[config.mk]
export PLATFORM = sky130hd
export DESIGN_NAME = rstgen_seq
export DESIGN_NICKNAME = d
export VERILOG_FILES = /design/src/rtl/rstgen_seq.sv
export SDC_FILE = /design/constraint.sdc
export NUM_CORES = 1
export LEC_CHECK = 0
export BUFFER_PORTS_ARGS = -buffer_cell sky130_fd_sc_hd__buf_2
export CAP_MARGIN = 20
export CELL_PAD_IN_SITES_DETAIL_PLACEMENT = 0
export CELL_PAD_IN_SITES_GLOBAL_PLACEMENT = 1
export CORE_UTILIZATION = 26
export DETAILED_ROUTE_END_ITERATION = 16
export GPL_ROUTABILITY_DRIVEN = 0
export GPL_TIMING_DRIVEN = 0
export PLACE_DENSITY = 0.58
export SETUP_SLACK_MARGIN = 0.5
export SLEW_MARGIN = 20
export SYNTH_ARGS = -nofsm -noshare
export SYNTH_HDL_FRONTEND = slang
export SYNTH_SLANG_ARGS = --single-unit
[constraint.sdc]
create_clock -name clk_i -period 5.7 [get_ports clk_i]
set_input_delay 0.57 -clock clk_i [delete_from_list [all_inputs] [get_ports clk_i]]
set_output_delay 0.57 -clock clk_i [all_outputs]
set_load 0.02 [all_outputs]
[src/rtl/rstgen_seq.sv]
// Reset sequencer: releases per-channel resets in a fixed order with a programmable gap,
// then the clock-gate reset and init flag; supports holds, software pulses and test-mode bypass.
module rstgen_seq #(
  parameter int NumChannels = 4,
  parameter int NumSyncRegs = 4,
  parameter int ReleaseGap  = 8,
  parameter int SwPulseLen  = 16,
  parameter int CntWidth    = 8
) (
  input  logic                   clk_i,
  input  logic                   rst_i,
  input  logic                   test_mode_i,
  input  logic                   rst_test_mode_ni,
  input  logic [NumChannels-1:0] ch_hold_i,
  input  logic [NumChannels-1:0] sw_rst_req_i,
  output logic [NumChannels-1:0] rst_no,
  output logic                   rst_ckg_no,
  output logic                   init_no,
  output logic                   busy_o,
  output logic                   done_o
);

  localparam int IdxW = (NumChannels > 1) ? $clog2(NumChannels) : 1;
  localparam int MaxCnt0 = (NumSyncRegs > ReleaseGap) ? NumSyncRegs : ReleaseGap;
  localparam int MaxCnt = (MaxCnt0 > SwPulseLen) ? MaxCnt0 : SwPulseLen;

  localparam logic [CntWidth-1:0] SyncLast = CntWidth'(NumSyncRegs);
  localparam logic [CntWidth-1:0] GapLast  = CntWidth'(ReleaseGap);
  localparam logic [CntWidth-1:0] PulseLen = CntWidth'(SwPulseLen);
  localparam logic [CntWidth-1:0] CntOne   = CntWidth'(1);
  localparam logic [IdxW-1:0]     LastIdx  = IdxW'(NumChannels - 1);

  if (NumChannels < 1 || NumChannels > 16) begin : g_bad_channels
    $fatal(1, "rstgen_seq: NumChannels must be 1..16");
  end
  if (NumSyncRegs < 1 || ReleaseGap < 1 || SwPulseLen < 1) begin : g_bad_timing
    $fatal(1, "rstgen_seq: NumSyncRegs, ReleaseGap and SwPulseLen must be >= 1");
  end
  if (CntWidth < 1 || CntWidth > 31 || (longint'(MaxCnt) >> CntWidth) != 0) begin : g_bad_cnt
    $fatal(1, "rstgen_seq: CntWidth too small for the configured counts");
  end

  typedef enum logic [2:0] {
    ST_RESET,
    ST_SYNC,
    ST_RELEASE,
    ST_CKG,
    ST_DONE
  } state_e;

  state_e                              state_q, state_d;
  logic [CntWidth-1:0]                 cnt_q, cnt_d;
  logic [IdxW-1:0]                     idx_q, idx_d;
  logic [NumChannels-1:0]              rst_q, rst_d;
  logic                                ckg_q, ckg_d;
  logic                                init_q, init_d;
  logic                                busy_q, busy_d;
  logic                                done_q, done_d;
  logic [NumChannels-1:0][CntWidth-1:0] pcnt_q, pcnt_d;

  logic                   rel_fire;
  logic [IdxW-1:0]        rel_idx;
  logic [NumChannels-1:0] pulsing;

  always_comb begin
    state_d  = state_q;
    cnt_d    = cnt_q;
    idx_d    = idx_q;
    rst_d    = rst_q;
    ckg_d    = ckg_q;
    init_d   = init_q;
    busy_d   = busy_q;
    done_d   = done_q;
    pcnt_d   = pcnt_q;
    rel_fire = 1'b0;
    rel_idx  = idx_q;
    pulsing  = '0;

    case (state_q)
      ST_RESET: begin
        // The edge leaving RESET is the first settle cycle.
        state_d = ST_SYNC;
        cnt_d   = CntOne;
        busy_d  = 1'b1;
      end
      ST_SYNC: begin
        if (cnt_q == SyncLast) begin
          if (ch_hold_i[0]) begin
            // Park in RELEASE with the slot already reached so the hold is polled each edge.
            state_d = ST_RELEASE;
            idx_d   = '0;
            cnt_d   = GapLast;
          end else begin
            rel_fire = 1'b1;
            rel_idx  = '0;
          end
        end else begin
          cnt_d = cnt_q + CntOne;
        end
      end
      ST_RELEASE: begin
        if (cnt_q == GapLast) begin
          if (!ch_hold_i[idx_q]) begin
            rel_fire = 1'b1;
            rel_idx  = idx_q;
          end
        end else begin
          cnt_d = cnt_q + CntOne;
        end
      end
      ST_CKG: begin
        if (cnt_q == GapLast) begin
          state_d = ST_DONE;
          ckg_d   = 1'b1;
          init_d  = 1'b1;
          done_d  = 1'b1;
          busy_d  = 1'b0;
        end else begin
          cnt_d = cnt_q + CntOne;
        end
      end
      ST_DONE: begin
        for (int k = 0; k < NumChannels; k++) begin
          if (sw_rst_req_i[k]) begin
            pcnt_d[k] = PulseLen;
          end else if (pcnt_q[k] != '0) begin
            pcnt_d[k] = pcnt_q[k] - CntOne;
          end
          pulsing[k] = (pcnt_d[k] != '0);
          rst_d[k]   = ~pulsing[k];
        end
        busy_d = |pulsing;
      end
      default: state_d = ST_RESET;
    endcase

    if (rel_fire) begin
      rst_d[rel_idx] = 1'b1;
      cnt_d          = CntOne;
      if (rel_idx == LastIdx) begin
        state_d = ST_CKG;
      end else begin
        state_d = ST_RELEASE;
        idx_d   = rel_idx + IdxW'(1);
      end
    end
  end

  always_ff @(posedge clk_i) begin
    if (rst_i) begin
      state_q <= ST_RESET;
      cnt_q   <= '0;
      idx_q   <= '0;
      rst_q   <= '0;
      ckg_q   <= 1'b0;
      init_q  <= 1'b0;
      busy_q  <= 1'b1;
      done_q  <= 1'b0;
      pcnt_q  <= '0;
    end else begin
      state_q <= state_d;
      cnt_q   <= cnt_d;
      idx_q   <= idx_d;
      rst_q   <= rst_d;
      ckg_q   <= ckg_d;
      init_q  <= init_d;
      busy_q  <= busy_d;
      done_q  <= done_d;
      pcnt_q  <= pcnt_d;
    end
  end

  // Test mode overrides the reset outputs only; the sequencer keeps running underneath.
  assign rst_no     = test_mode_i ? {NumChannels{rst_test_mode_ni}} : rst_q;
  assign rst_ckg_no = test_mode_i ? rst_test_mode_ni : ckg_q;
  assign init_no    = test_mode_i ? 1'b1 : init_q;
  assign busy_o     = busy_q;
  assign done_o     = done_q;

endmodule

==> summary.md <==
| Metric | Value |
|---|---|
| Die width | 114 um |
| Die Ht | 114 um |
| Netlist Area Pre-Place | 0.00324 sq mm |
| Ports | 20 |
| Max Cap Viol | 0 |
| Num CTS Buffers | 5 |
| Endpoints failing hold | 0 |
| Clock Tree Buf Depth | 2 |
| Via density | 5.09 |
| Core Area | 0.0121 sq mm |
| Ys flop type | dfxtp_1 |
| Vias post-DR | 3209 |
| Largest net degree at the start of global routing | 15 |
| TNS Setup | 0 ps |
| Top-area cell type share of the netlist area | 31.5% |
| Required time of the critical path | 5910 ps |
| WHS | 469 ps |
| EDFF count, synth | 0 |
| Sinks on Clock Net | 51 |
| Synth area leaders | dfxtp_1 32%, nor2_1 6.5%, a21oi_1 5.9% |
| CP Class | register to register |
| Most frequent cell after synthesis | nor2_1 |
| Hpwl dp | 6660 um |
| Vias in the first global route | 2995 |
| Netlist cell types | 61 |
| Slew margin rel. | 29.3% |
| Largest area contributor in the netlist | dfxtp_1 |
| WL/cell | 14.5 um |
| FMAX | 374 MHz |
| Avg Synthesized Cell Area | 7.41 sq um |
| Total track usage | 14.8% |
| Period utilization | 46.9% |
| Hold_buf cts | 0 |
| ANT cells | 0 |
| Pwr Density | 200 mW/mm^2 |
| DR iter-0 viols | 227 |
| Port bufs | 18 |
| Final Setup Violations | 0 |
| Row Count | 40 |
| Worst ir drop on vdd | 0.119 mV |
| Total Power | 0.000741 W |
| Register bit total from synthesis | 51 |
| Initial antenna violation count | 0 |
| Worst setup EP type | register |
| Crit-path max FO | 8 |
| Die ar. | 0.0129 sq mm |
| Starting Density | 26.8% |
| Area grow syn2layout | 14.2% |
| YS warnings | 0 |
| Pre-antenna DRT Iters | 4 |
| Post-CTS Setup Bufs | 0 |
| Gate Count Post-Synth | 437 |
| CTS resizes | 0 |
| Ratio of cells with drive above 1 in the final layout | 9.31% |
| FILL cells | 1306 |
| CP startpoint kind | register |
| CTS H-tree depth | 2 |
| Post-DRT Antenna Nets | 0 |
| Synth top cells by count | 56 x nor2_1, 51 x dfxtp_1, 38 x a21oi_1, 38 x nand2_1, 32 x o21ai_0 |
| CTS tree | yes |
| NumNets Final | 484 |
| Type of the tightest min-delay check | register to register |
| Drt total wl | 9110 um |
| Seq/Total Area, Yosys | 31.5% |
| Least-Margin Pin Slew | 1060 ps |
| Synth async-reset ratio | 0% |
| Worst skew pair latency | 290 ps |
| Unrepaired setup endpoints after global routing | false |
| Mapped Nets | 459 |
| Leakage | 1.33 nW |
| Crit path DAT | 2880 ps |
| Fin. max-slew vios | 0 |
| First-pass GRT wire length | 15300 um |
| Final critical-path required period | 2670 ps |
| GR Overflow Total | 0 |
| CTS Root Cell | clkbuf_16 |
| Clock skew | 5.77 ps |
| CTS clk-pin slew, worst paths | 70 ps |
| DRC | 0 |
| Outcome | finished clean |
-- final cells by class --
cell class	instances	area, sq um	share of cell area [%]
Buffer	19	90.1	2.44
Clock buffer	6	129	3.49
Clock inverter	1	30.0	0.812
Inverter	28	105	2.84
Multi-Input combinational cell	339	2020	54.7
Sequential cell	51	1020	27.6
Tap cell	168	210	5.69
Timing Repair Buffer	18	90.1	2.44
-- where the power goes --
group          internal [W]  switching [W]   total, W
registers          0.000358     0.00000238   0.000360
clock network      0.000205       0.000135   0.000340
logic             0.0000129      0.0000280  0.0000409
-- stage by stage --
step           cell area [sq um]  cells  worst slack [ps]  utilization (%)
3_5_place_dp                3540    623              3040             29.3
4_1_cts                     3700    630              3020             30.7
6_report                    3700    630              3030             30.7
3_3_place_gp                3540    623              3020             29.3
2_1_floorplan               3240    437              3360                -
5_1_grt                     3700    630              2870             30.7
-- layout by cell type (no fill, tap or decap), types with 9 or more instances in the layout --
| master | count |
|---|---|
| a22oi_1 | 9 |
| a21oi_1 | 38 |
| ha_1 | 10 |
| dfxtp_1 | 51 |
| clkbuf_1 | 17 |
| nand2_1 | 38 |
| inv_1 | 28 |
| buf_2 | 19 |
| nor3_1 | 22 |
| nor2_1 | 56 |
| o21ai_0 | 32 |
| nand3_1 | 16 |
-- kinds of logic after synthesis --
family                   synth area share, %
AND/OR/NAND/NOR                         31.3
XOR/XNOR                                1.62
adder cells (fa/ha/maj)                 3.86
flip-flops                              31.5
buffers and inverters                   6.03
AO/OA/AOI/OAI                           23.1
multiplexers                            2.59
-- registers in the layout (all words and copies together), names as in the netlist --
signal	flops
cnt_q	8
idx_q	2
busy_o	1
pcnt_q	32
state_q	3
done_o	1
rst_q	4
-- final timing paths --
| check | startpoint | depth (start not counted) | endpoint | slack (ps) |
|---|---|---|---|---|
| max | cnt_q[4] | 8 | idx_q[0] | 3030 |
| min | rst_q[2] | 2 | rst_q[2] | 470 |
| max reg2reg | cnt_q[4] | 8 | idx_q[0] | 3030 |
| min reg2reg | rst_q[2] | 2 | rst_q[2] | 470 |
-- routing by layer --
layer	share of wire (%)	track usage (%)	wire length, um
met5	0	0	0
met4	1.4	4.21	125
met3	2.3	2.23	210
met2	45	23.9	4140
met1	51	20.4	4630
-- worst max-delay path, cell delays in order (launching register included) --
cell and delay [ps]:
dfxtp_1 350, nor4_2 330, nand2_1 230, or3_1 440, nor2_1 160, nor2b_1 100, ha_1 280, or4_1 520
a31oi_1 190
No activity file was read; power rests on OpenSTA's default activity.
